File: config.mk
export PLATFORM = sky130hd
export DESIGN_NAME = argmax_classifier_flat
export DESIGN_NICKNAME = d
export VERILOG_FILES = /design/src/rtl/argmax_classifier_if.sv /design/src/rtl/argmax_classifier.sv /design/src/flat_wrapper.sv
export SDC_FILE = /design/constraint.sdc
export NUM_CORES = 1
export LEC_CHECK = 0
export ABC_AREA = 0
export BUFFER_PORTS_ARGS = -buffer_cell sky130_fd_sc_hd__buf_2
export CORE_ASPECT_RATIO = 0.75
export CORE_MARGIN = 2
export CORE_UTILIZATION = 29
export CTS_CLUSTER_DIAMETER = 50
export CTS_CLUSTER_SIZE = 30
export DETAILED_ROUTE_END_ITERATION = 6
export GPL_ROUTABILITY_DRIVEN = 0
export GPL_TIMING_DRIVEN = 0
export HOLD_SLACK_MARGIN = 0.06
export SYNTH_ARGS = -nofsm -noshare
export SYNTH_HDL_FRONTEND = slang
export SYNTH_SLANG_ARGS = --single-unit
File: constraint.sdc
create_clock -name clk -period 10.9 [get_ports clk]
set_clock_uncertainty 0.15 [all_clocks]
set_input_delay 1.635 -clock clk [delete_from_list [all_inputs] [get_ports clk]]
set_output_delay 1.635 -clock clk [all_outputs]
set_load 0.005 [all_outputs]
File: src/rtl/argmax_classifier_if.sv
// Score-vector handshake and classification result bundle for argmax_classifier.
// margin/low_conf exist only when CONFIDENCE_MARGIN_EN is defined.
interface argmax_classifier_if #(
    parameter int NUM_CLASSES = 10,
    parameter int SCORE_W     = 26,
    parameter int IDX_W       = 4
);
    logic [NUM_CLASSES*SCORE_W-1:0] value;
    logic                           in_valid;
    logic                           in_ready;
    logic [IDX_W-1:0]               digit;
    logic [SCORE_W-1:0]             max_value;
    logic                           done;
    logic                           busy;
`ifdef CONFIDENCE_MARGIN_EN
    logic [SCORE_W:0]               margin;
    logic                           low_conf;

    modport master (output value, in_valid,
                    input  in_ready, digit, max_value, done, busy, margin, low_conf);
    modport slave  (input  value, in_valid,
                    output in_ready, digit, max_value, done, busy, margin, low_conf);
`else
    modport master (output value, in_valid,
                    input  in_ready, digit, max_value, done, busy);
    modport slave  (input  value, in_valid,
                    output in_ready, digit, max_value, done, busy);
`endif
endinterface

File: src/rtl/argmax_classifier.sv
// Final classifier: captures NUM_CLASSES signed 8.18 scores, scans one compare per cycle,
// reports winning index/score with a done pulse. Optional macro CONFIDENCE_MARGIN_EN adds margin/low_conf.
module argmax_classifier #(
    parameter int               NUM_CLASSES   = 10,
    parameter int               SCORE_W       = 26,
    parameter int               IDX_W         = 4,
    parameter logic [SCORE_W:0] MARGIN_THRESH = 27'd262144
) (
    input  logic               clk,
    input  logic               GlobalReset,
    argmax_classifier_if.slave bus
);
    localparam logic [IDX_W-1:0] LAST_IDX = IDX_W'(NUM_CLASSES - 1);

    typedef enum logic {IDLE, SCAN} state_t;

    state_t                    state;
    logic signed [SCORE_W-1:0] score_buf [NUM_CLASSES];
    logic signed [SCORE_W-1:0] best_val;
    logic [IDX_W-1:0]          best_idx;
    logic [IDX_W-1:0]          idx;

    logic signed [SCORE_W-1:0] cand;
    logic signed [SCORE_W-1:0] nxt_best_val;
    logic [IDX_W-1:0]          nxt_best_idx;
    logic                      new_best;

    // Strictly-greater replacement keeps the lowest index on ties.
    always_comb begin
        cand         = score_buf[idx];
        new_best     = (cand > best_val);
        nxt_best_val = best_val;
        nxt_best_idx = best_idx;
        if (new_best) begin
            nxt_best_val = cand;
            nxt_best_idx = idx;
        end
    end

    assign bus.in_ready = (state == IDLE);

    always_ff @(posedge clk or negedge GlobalReset) begin
        if (!GlobalReset) begin
            state         <= IDLE;
            idx           <= '0;
            best_val      <= '0;
            best_idx      <= '0;
            bus.digit     <= '0;
            bus.max_value <= '0;
            bus.done      <= 1'b0;
            bus.busy      <= 1'b0;
            for (int k = 0; k < NUM_CLASSES; k++) score_buf[k] <= '0;
        end else begin
            bus.done <= 1'b0;
            case (state)
                IDLE: begin
                    if (bus.in_valid) begin
                        for (int k = 0; k < NUM_CLASSES; k++)
                            score_buf[k] <= bus.value[k*SCORE_W +: SCORE_W];
                        best_val <= bus.value[SCORE_W-1:0];
                        best_idx <= '0;
                        idx      <= IDX_W'(1);
                        state    <= SCAN;
                        bus.busy <= 1'b1;
                    end
                end
                SCAN: begin
                    best_val <= nxt_best_val;
                    best_idx <= nxt_best_idx;
                    if (idx == LAST_IDX) begin
                        bus.digit     <= nxt_best_idx;
                        bus.max_value <= nxt_best_val;
                        bus.done      <= 1'b1;
                        bus.busy      <= 1'b0;
                        state         <= IDLE;
                    end else begin
                        idx <= idx + IDX_W'(1);
                    end
                end
                default: state <= IDLE;
            endcase
        end
    end

`ifdef CONFIDENCE_MARGIN_EN
    logic signed [SCORE_W-1:0] second_val;
    logic signed [SCORE_W-1:0] nxt_second_val;
    logic                      second_vld;

    // Difference at one extra bit so the extreme score pair cannot overflow.
    function automatic logic [SCORE_W:0] calc_margin(input logic signed [SCORE_W-1:0] hi,
                                                     input logic signed [SCORE_W-1:0] lo);
        calc_margin = {hi[SCORE_W-1], hi} - {lo[SCORE_W-1], lo};
    endfunction

    always_comb begin
        nxt_second_val = second_val;
        if (new_best)
            nxt_second_val = best_val;
        else if (!second_vld || cand > second_val)
            nxt_second_val = cand;
    end

    always_ff @(posedge clk or negedge GlobalReset) begin
        if (!GlobalReset) begin
            second_val   <= '0;
            second_vld   <= 1'b0;
            bus.margin   <= '0;
            bus.low_conf <= 1'b0;
        end else if (state == IDLE) begin
            if (bus.in_valid) begin
                second_val <= bus.value[SCORE_W-1:0];
                second_vld <= 1'b0;
            end
        end else begin
            second_val <= nxt_second_val;
            second_vld <= 1'b1;
            if (idx == LAST_IDX) begin
                bus.margin   <= calc_margin(nxt_best_val, nxt_second_val);
                bus.low_conf <= (calc_margin(nxt_best_val, nxt_second_val) < MARGIN_THRESH);
            end
        end
    end
`endif

endmodule

File: src/flat_wrapper.sv
// flat-port wrapper written by rule: the top's interface ports become plain ports
module argmax_classifier_flat 
#(
    parameter int               NUM_CLASSES   = 10,
    parameter int               SCORE_W       = 26,
    parameter int               IDX_W         = 4,
    parameter logic [SCORE_W:0] MARGIN_THRESH = 27'd262144
)
  (clk, GlobalReset, bus_value, bus_in_valid, bus_in_ready, bus_digit, bus_max_value, bus_done, bus_busy);
  argmax_classifier_if #(.NUM_CLASSES(NUM_CLASSES), .SCORE_W(SCORE_W), .IDX_W(IDX_W)) bus_i ();
  input  logic clk;
  input  logic GlobalReset;
  input wire logic [$bits(bus_i.value)-1:0] bus_value;
  input wire logic [$bits(bus_i.in_valid)-1:0] bus_in_valid;
  output wire logic [$bits(bus_i.in_ready)-1:0] bus_in_ready;
  output wire logic [$bits(bus_i.digit)-1:0] bus_digit;
  output wire logic [$bits(bus_i.max_value)-1:0] bus_max_value;
  output wire logic [$bits(bus_i.done)-1:0] bus_done;
  output wire logic [$bits(bus_i.busy)-1:0] bus_busy;
  assign bus_i.value = bus_value;
  assign bus_i.in_valid = bus_in_valid;
  assign bus_in_ready = bus_i.in_ready;
  assign bus_digit = bus_i.digit;
  assign bus_max_value = bus_i.max_value;
  assign bus_done = bus_i.done;
  assign bus_busy = bus_i.busy;
  argmax_classifier #(.NUM_CLASSES(NUM_CLASSES), .SCORE_W(SCORE_W), .IDX_W(IDX_W), .MARGIN_THRESH(MARGIN_THRESH)) u_core (.clk(clk), .GlobalReset(GlobalReset), .bus(bus_i));
endmodule
# Word level (Yosys, flattened, before mapping)
# Index checks and enable logic that the tools add are counted.
# word_totals
register_bits,327
out_inout_bits,33
wordCells,51
# op_classes
n_addsub,1
magnitude_cmp,2
eq_ne,4
mux,20
n_bitwise,2
reduce_logical,4
# ops
op,count
$bmux 26 s4,1
$mux 26,4
$pmux 26 s2,1
$gt 26x26->1,1
$mux 4,4
$pmux 4 s2,2
$reduce_and 2->1,4
$mux 1,6
$ne 2x2->1 const B,3
$ge 5x5->1 const B,1
$not 4->5,1
$add 4x1->4 const B,1
$eq 4x4->1 const B,1
$pmux 1 s2,2
$not 1->1,1

# Longest topological paths before layout
# Gate-level depths: netlist of run 1.
# depth
word_depth,7
depth_mapped,18
ltp_nobuf,14

# Worst setup path before layout of run 1
# Ideal clock, no wire load.
# synth_timing
kind,register -> register
from,register u_core.idx[0]
to,register u_core.bus.max_value[16]
setup_ns,0.135
t_arrival_ns,3.841
t_required_ns,10.615
setup_slack_ns,6.774
stages_incl_launch_ff,16
n_path_buf,4
cell_sequence,dfrtp_1 > buf_2 > buf_2 > mux4_2 > a21oi_1 > a21oi_1 > ha_1 > nand4_1 > nor4_2 > nand4_1 > o41a_1 > mux2_2 > buf_2 > buf_2 > nor2_1 > o31ai_1
# synth_via
elab_chain_len,6
elab_cells_between_ends,8
# synth_lines
element,line,text
from (decl),argmax_classifier.sv:21,logic [IDX_W-1:0] idx;
from (signal assigned),argmax_classifier.sv:77,idx <= idx + IDX_W'(1);
$not 4->5 (not written as such),argmax_classifier.sv:30,cand = score_buf[idx];
$bmux 26 s4,argmax_classifier.sv:30,
$mux 26 (not written as such) (2 in a row),argmax_classifier.sv:30,
$gt 26x26->1,argmax_classifier.sv:31,new_best = (cand > best_val);
$mux 26,argmax_classifier.sv:34,if (new_best) begin
to (signal assigned),argmax_classifier.sv:72,bus.max_value <= nxt_best_val;
to (decl),argmax_classifier_if.sv:27,"output in_ready, digit, max_value, done, busy);"
# Several ways; a longest one is shown, not always the timed one. The select of a mux whose other input is x is not followed.
# A chain may end at the register's enable or synchronous reset.

# Final worst setup path of run 1
# layout_timing
from,register u_core.idx[0]
to,register u_core.bus.max_value[7]
# Same word-level chain as after synthesis.

==> results of run 1 <==
critical path, cell delays in order, from the launching register on:
cell and delay (ns):
dfrtp_1 0.45, buf_2 0.44, buf_2 0.51, buf_2 0.43
mux2i_1 0.57, nor2_1 0.11, a21oi_1 0.15, a21oi_1 0.11
ha_1 0.43, nand4_1 0.20, nor4_2 0.51, nand4_1 0.23
o41a_1 0.51, mux2i_4 0.25, buf_2 0.33, nor2_1 0.10
o31ai_1 0.30
Yosys cell counts, types with 5 or more instances:
cell	number
o21ai_0	5
a21oi_1	91
clkbuf_1	62
buf_2	14
nor2_1	91
a221oi_1	19
a221oi_2	7
nand2_1	40
ha_1	28
mux2_2	261
o31ai_1	27
mux4_2	52
mux2i_1	26
nor3b_1	26
dfrtp_1	327
inv_1	32
nand4_1	6
metal layers:
metal / GRT usage / wire length, um
met1: 0.258 / 22500
met2: 0.292 / 22800
met3: 0.0483 / 4070
met4: 0.0514 / 1220
met5: 0 / 33
through the flow:
stage	total power, mW	hold slack [ns]	instance area [um2]	util
6_report	6.95	0.326	19000	0.367
5_1_grt	7.43	0.355	19000	0.367
4_1_cts	7.01	0.331	19000	0.367
3_5_place_dp	5.65	0.315	17700	0.342
3_3_place_gp	5.54	0.308	17600	0.340
2_1_floorplan	4.49	0.316	15300	-
state kept, by name (all words and copies together), names as in the netlist:
| register | cells |
|---|---|
| u_core.bus.busy | 1 |
| u_core.idx | 4 |
| u_core.best_val | 26 |
| u_core.best_idx | 4 |
| u_core.state | 1 |
| u_core.bus.max_value | 26 |
| u_core.bus.digit | 4 |
| u_core.bus.done | 1 |
| u_core.score_buf | 260 |
worst paths after layout:
kind	endpoint	slack [ns]	cells after the start
worst max-delay path	u_core.bus.max_value[7]	4.98	16
worst min-delay path	u_core.bus.max_value[20]	0.33	2
worst max register to register	u_core.bus.max_value[7]	4.98	16
worst min register to register	u_core.bus.max_value[20]	0.33	2
max in group asynchronous	u_core.score_buf[6]	8.52	3
min in group asynchronous	u_core.score_buf[23]	0.93	1
cell families (layout without fill, tap and decap cells):
kind of cell	count (synthesis)	in the layout	synth area share
mux	340	340	0.288
flops	327	327	0.536
simple gates	171	171	0.0509
compound gates	164	164	0.0712
buf+inv	116	482	0.0304
fa+ha+maj	28	28	0.0229
xor+xnor	2	2	0.00115
other cells	0	2	0
area by class of cell:
cell class	count	share of cell area
Tap cell	703	0.0462
Timing Repair Buffer	298	0.0824
Multi-Input combinational cell	705	0.348
Sequential cell	327	0.430
Buffer	81	0.0175
Clock buffer	42	0.0524
Clock inverter	26	0.0164
Inverter	35	0.00690
Antenna cell	2	0.000263
power by group through the flow:
stage | Clock (mW) | Combinational (mW) | Sequential (mW)
after floorplan | 0 | 2.42 | 2.08
after global placement | 0 | 3.39 | 2.15
after detailed placement | 0 | 3.47 | 2.18
after CTS | 1.37 | 3.49 | 2.16
after global routing | 1.41 | 3.79 | 2.23
final | 1.33 | 3.46 | 2.16
==> qor.yml, run 1 <==
status: "finished, final reports clean"
max_freq_mhz: 169
leakage_nw: 8.45
sw_frac_of_total: 0.405
synth_edf_count: 0
hold_start: "u_core.bus.max_value[20]"
multiInputGateArea_um2: 6630
yosysTopAreaCell: "dfrtp_1"
rsz0062_at_grt: "no"
ys_warn_count: 0
dieArea_um2: 54500
final_antenna_net_count: 0
synth-seq-cells: 327
startpoint: "u_core.idx[0]"
grt.total_usage: 0.187
clock_sinks: 327
final_nets: 1776
pin_count: 296
combPwrFrac: 0.498
dp_cells: 2149
synthesis.area_um2: 15300
drv_slew: 0
dpl.hpwl_um: 38500
synth_flop_cell: "dfrtp_1"
cts_tree: "built"
vias_per_cell: 4.94
vias: 10964
max_cap_violations: 0
synth_top_area_frac: 0.536
start_util: 0.295
worstSetupPathType: "register to register"
ys_seq_area_frac: 0.536
cts_hold_buf: 0
grt_pass1_vias: 11595
async_flop_share: 1.00
peakVddDrop_uv: 219
cts_buffer_depth: 3
avgSynthCellArea_um2: 13.3
critPathMaxFanout: 10
final_cells: 2219
dieWidth_um: 269
regArea_um2: 8180
first_pass_iters: 5
root_buffer: "clkbuf_16"
synth_top_cells_by_area: "dfrtp_1, mux2_2, mux4_2, a21oi_1, ha_1"
syn_inst: 1148
die_height_um: 203
route.detailed.drc: 0
arrival_ns: 6.22
cts_made_buffers: 37
timing.final.crit_share: 0.543
setup_violations: 0
end_kind: "register"
clk-insertion-delay-late_ns: 0.56
fin_crit_ns: 5.92
tightest_slew_ns: 1.17
intPower_mw: 4.13
core_area_um2: 51800
drtIter0Drc: 759
grt_pass1_wl_um: 74500
worstSetupStartpointType: "register"
io_buffers: 295
tns_ns: 0
finalWorstSetupSlack_ns: 4.98
powerDensity_nw_per_um2: 365
drive_gt1_frac: 0.466
min_path_type: "register to register"
cts_setup_buffers: 0
mostFrequentLayoutCell: "dfrtp_1"
seq_power_share: 0.311
r2r-start: "u_core.idx[0]"
rows: 72
ys_types: 39
place_ws_ns: 5.09
final_cell_mix: "dfrtp_1, buf_2, mux2_2"
worstPathRequired_ns: 11.19
wl_per_cell_um: 22.8
grt_start_max_net_pins: 116
clk_pin_slew_ns: 0.07
cts_resized: 0
fillers: 5100
areaGrowthSynthToFinish_pct: 24.6
hold_viol_final: 0
p_clk_frac: 0.191
gr-total-overflow: 0
p_switching_mw: 2.82
syn_nets: 1439
grt_antenna_before_repair: 4
max_slew_margin: 0.218
drt-total-wl_um: 50700
htree_num_levels: 2
No activity file was read; power rests on OpenSTA's default activity.
==> inputs of run 2 (changes only) <==
Clock period 10.9 ns to 6 ns, I/O delays scaled along.
==> qor.yml, run 2 (synthesis results as in run 1) <==
max_slew_margin: 0.228
fin_crit_ns: 5.70
drive_gt1_frac: 0.468
critPathMaxFanout: 10
max_freq_mhz: 176
grt_pass1_wl_um: 74500
grt_start_max_net_pins: 116
clk-insertion-delay-late_ns: 0.55
mostFrequentLayoutCell: "dfrtp_1"
root_buffer: "clkbuf_16"
powerDensity_nw_per_um2: 663
setup_violations: 0
worst_path_most_repeated_cell: "buf_2"
vias_per_cell: 4.94
top_regs: "u_core.score_buf x260, u_core.best_val x26, u_core.bus.max_value x26"
largest_reg_flops: 260
leakage_nw: 8.46
first_pass_iters: 5
timing.hold.ws_ns: 0.196
die_height_um: 203
drtIter0Drc: 779
place_ws_ns: 0.186
arrival_ns: 5.99
timing.final.crit_share: 0.949
cts_buffer_depth: 3
path_cells: "buf_2 > clkbuf_4 > buf_2 > mux2i_2 > nor2_1 > a21oi_1 > a21oi_1 > ha_1 > nand4_1 > nor4_2 > nand4_1 > o41a_1 > mux2i_4 > buf_2 > nor2_1 > o31ai_1"
clock_sinks: 327
final_antenna_net_count: 0
core_area_um2: 51800
fillers: 5099
max_stage_delay_ns: 0.51
grt_antenna_before_repair: 4
finalWorstSetupSlack_ns: 0.303
io_buffers: 295
dpl_cell_area_um2: 17700
regMostFlops: "u_core.score_buf"
cpLargestDelayFamily: "buffers and inverters"
worstSetupPathType: "register to register"
start_util: 0.295
cts_made_buffers: 37
dieWidth_um: 269
path_buf_inv: 4
tightest_slew_ns: 1.16
route.detailed.drc: 0
wl_per_cell_um: 22.8
final_nets: 1776
htree_num_levels: 2
pin_count: 296
drv_slew: 0
rows: 72
worstSetupStartpointType: "register"
dpl.hpwl_um: 38500
end_kind: "register"
min_path_type: "primary input to asynchronous set/reset pin"
peakVddDrop_uv: 404
clk_pin_slew_ns: 0.07
max_cap_violations: 0
dieArea_um2: 54500
final_area_um2: 19000
cts_tree: "built"
worstPathRequired_ns: 6.29
final_cell_mix: "dfrtp_1, buf_2, mux2_2"
crit_slowest_cell: "o41a_1"
vias: 10960
cts_hold_buf: 0
gr-total-overflow: 0
grt_pass1_vias: 11595
rsz0062_at_grt: "no"
status: "finished, final reports clean"
areaGrowthSynthToFinish_pct: 24.7
final_cells: 2220
power_mw: 12.6
hold_viol_final: 0
drt-total-wl_um: 50700
dp_cells: 2149
grt.total_usage: 0.187
-- run 2: cell types whose count changed in the layout (fill, tap and decap cells not counted), sizes merged --
cell / delta
diode: +1
clkbuf: +1
buf: -1
-- run 2: timing repair --
item | 4_1_cts | 5_1_grt
setup endpoints to repair | 0 | 55
gates resized for setup | 0 | 7
buffers inserted | 0 | 0
endpoints found under the hold margin | 0 | 0
-- run 2: power by group --
| group | internal (mW) | total (mW) | switching (mW) |
|---|---|---|---|
| sequential | 3.36 | 3.92 | 0.566 |
| combinational | 2.81 | 6.29 | 3.48 |
| clock | 1.34 | 2.41 | 1.06 |
-- run 2: path summary, 6_finish.rpt --
path	start	end	slack (ns)	depth (start not counted)
worst max-delay path	u_core.idx[0]	u_core.bus.max_value[7]	0.30	16
worst max register to register	u_core.idx[0]	u_core.bus.max_value[7]	0.30	16
max in group asynchronous	GlobalReset	u_core.score_buf[6]	4.35	3
worst min-delay path	GlobalReset	u_core.score_buf[23]	0.20	1
worst min register to register	u_core.bus.max_value[20]	u_core.bus.max_value[20]	0.33	2
min in group clk	u_core.bus.max_value[20]	u_core.bus.max_value[20]	0.33	2
-- run 2: cell type report --
cell class / count / area [um2] / area share
clock buffer: 42 / 997 / 0.0524
multi-input combinational: 705 / 6630 / 0.348
buffer: 81 / 338 / 0.0177
tap: 703 / 880 / 0.0462
inverter: 35 / 131 / 0.00690
antenna: 3 / 7.51 / 0.000394
clock inverter: 26 / 313 / 0.0164
sequential: 327 / 8180 / 0.430
timing repair buffer: 298 / 1570 / 0.0824
-- run 2: layer usage --
metal  vias up  global-route usage  wire [um]
met1      5646               0.258      22500
met3        70              0.0483       4020
met5         -                   0         33
met4         4              0.0514       1230
li1       4881                   -          -
met2       359               0.292      22900
-- run 2: through the flow --
stage,util,TNS (ns)
2_1_floorplan,-,0
3_3_place_gp,0.340,-827.49
6_report,0.368,0
4_1_cts,0.367,0
5_1_grt,0.368,0
3_5_place_dp,0.342,0
==> inputs of run 3 (changes only) <==
--- a/config.mk
+++ b/config.mk
@@ -18,2 +18,3 @@
 export HOLD_SLACK_MARGIN = 0.06
+export SKIP_LAST_GASP = 1
 export SYNTH_ARGS = -nofsm -noshare
==> constraint.sdc (replaced) <==
create_clock -name clk -period 6.2 [get_ports clk]
set_clock_uncertainty 0.15 [all_clocks]
set_input_delay 0.31 -clock clk [delete_from_list [all_inputs] [get_ports clk]]
set_output_delay 0.31 -clock clk [all_outputs]
set_load 0.005 [all_outputs]
==> qor.yml, run 3 (synthesis results as in run 1) <==
dpl.hpwl_um: 38500
busiest_layer: "met2"
drive_gt1_frac: 0.397
fin_crit_ns: 5.82
largest_reg_flops: 260
clock_sinks: 327
clk_pin_slew_ns: 0.07
crit_slowest_cell: "clkdlybuf4s15_1"
startpoint: "u_core.idx[1]"
groute.layer.met1.usage: 0.267
final_cell_mix: "dfrtp_1, buf_2, mux2_2, dlygate4sd3_1"
hold_viol_final: 0
intPower_mw: 7.38
worstSetupStartpointType: "register"
core_area_um2: 51800
areaGrowthSynthToFinish_pct: 41.9
drt-total-wl_um: 54100
max_stage_delay_ns: 0.66
die_height_um: 203
rows: 72
peakVddDrop_uv: 394
max_slew_margin: 0.252
final_antenna_net_count: 0
first_pass_iters: 5
r2r-start: "u_core.idx[1]"
cts_setup_buffers: 0
dieWidth_um: 269
leakage_nw: 9.55
sw_frac_of_total: 0.404
combPwrFrac: 0.504
drtIter0Drc: 734
grt.total_usage: 0.199
dieArea_um2: 54500
max_freq_mhz: 172
final_nets: 2037
seq_power_share: 0.308
fillers: 4814
route.detailed.drc: 0
p_clk_frac: 0.188
end_kind: "register"
htree_num_levels: 2
vias: 12091
use_met3: 0.0441
status: "finished, final reports clean"
clk-insertion-delay-late_ns: 0.55
min_path_type: "primary input to asynchronous set/reset pin"
cts_made_buffers: 37
timing.hold.ws_ns: 0.201
grt_pass1_wl_um: 79600
cpLargestDelayFamily: "buffers and inverters"
worstSetupPathType: "register to register"
top_regs: "u_core.score_buf x260, u_core.best_val x26, u_core.bus.max_value x26"
path_cells: "clkdlybuf4s15_1 > inv_1 > nand2_1 > clkbuf_1 > nor2_1 > a21oi_1 > a21oi_1 > ha_1 > nand4_1 > nor4_2 > nand4_1 > o41a_1 > mux2i_4 > buf_2 > nor2_1 > o31ai_1"
mostFrequentLayoutCell: "dfrtp_1"
worstPathRequired_ns: 6.49
io_buffers: 295
cts_buffer_depth: 3
tightest_slew_ns: 1.12
powerDensity_nw_per_um2: 571
p_switching_mw: 5.00
grt_pass1_vias: 12902
cts_tree: "built"
vias_per_cell: 4.87
postLayoutCoreUtil: 0.418
grt_antenna_before_repair: 4
regMostFlops: "u_core.score_buf"
arrival_ns: 6.12
pin_count: 296
met2_usage: 0.318
gr-total-overflow: 0
start_util: 0.295
grt_start_max_net_pins: 116
wl_per_cell_um: 21.8
critPathMaxFanout: 10
power_mw: 12.4
path_buf_inv: 4
drv_slew: 0
max_cap_violations: 0
timing.final.crit_share: 0.939
root_buffer: "clkbuf_16"
rsz0062_at_grt: "no"
setup_violations: 0
run 3: final cells by class:
cell class                      count  area, um2  share of cell area
Antenna cell                        5       12.5            0.000578
Buffer                             81        342              0.0158
Clock buffer                       42        997              0.0460
Clock inverter                     26        313              0.0144
Inverter                           35        131             0.00606
Multi-Input combinational cell    705       6630               0.306
Sequential cell                   327       8180               0.378
Tap cell                          703        880              0.0406
Timing Repair Buffer              559       4180               0.193
run 3: path summary, 6_finish.rpt:
kind,endpoint,slack (ns),cells past startpoint
max,u_core.bus.max_value[7],0.38,16
min,u_core.score_buf[128],0.20,2
max reg2reg,u_core.bus.max_value[7],0.38,16
min reg2reg,u_core.bus.max_value[11],0.33,2
max in group asynchronous,u_core.score_buf[6],4.54,4
min in group clk,u_core.bus.max_value[11],0.33,2
run 3: stage by stage:
stage	area, um2	cells	setup WS [ns]	TNS (ns)
after floorplan	15300	1148	2.07	0
after detailed placement	17700	2149	0.386	0
after CTS	21600	2478	0.344	0
after global routing	21700	2481	0.00321	0
after global placement	17600	2146	-1.79	-569.16
final	21700	2483	0.376	0
run 3: repair_timing:
item / 4_1_cts / 5_1_grt
endpoints found under the hold margin: 359 / 0
hold buffers: 261 / 0
resized for setup: 0 / 3
endpoints found under the setup margin: 0 / 1
run 3: routing by layer:
layer / up-vias / wire length, um
li1: 5404 / -
met1: 6196 / 23700
met2: 415 / 25100
met3: 76 / 3710
met4: 0 / 1560
met5: - / 0
run 3: power groups by stage:
stage / registers (mW) / clock network [mW] / logic, mW
CTS: 3.79 / 2.40 / 6.26
floorplan: 3.65 / 0 / 4.25
global route: 3.93 / 2.48 / 6.82
global placement: 3.77 / 0 / 5.97
finish: 3.80 / 2.33 / 6.24
detailed placement: 3.83 / 0 / 6.10
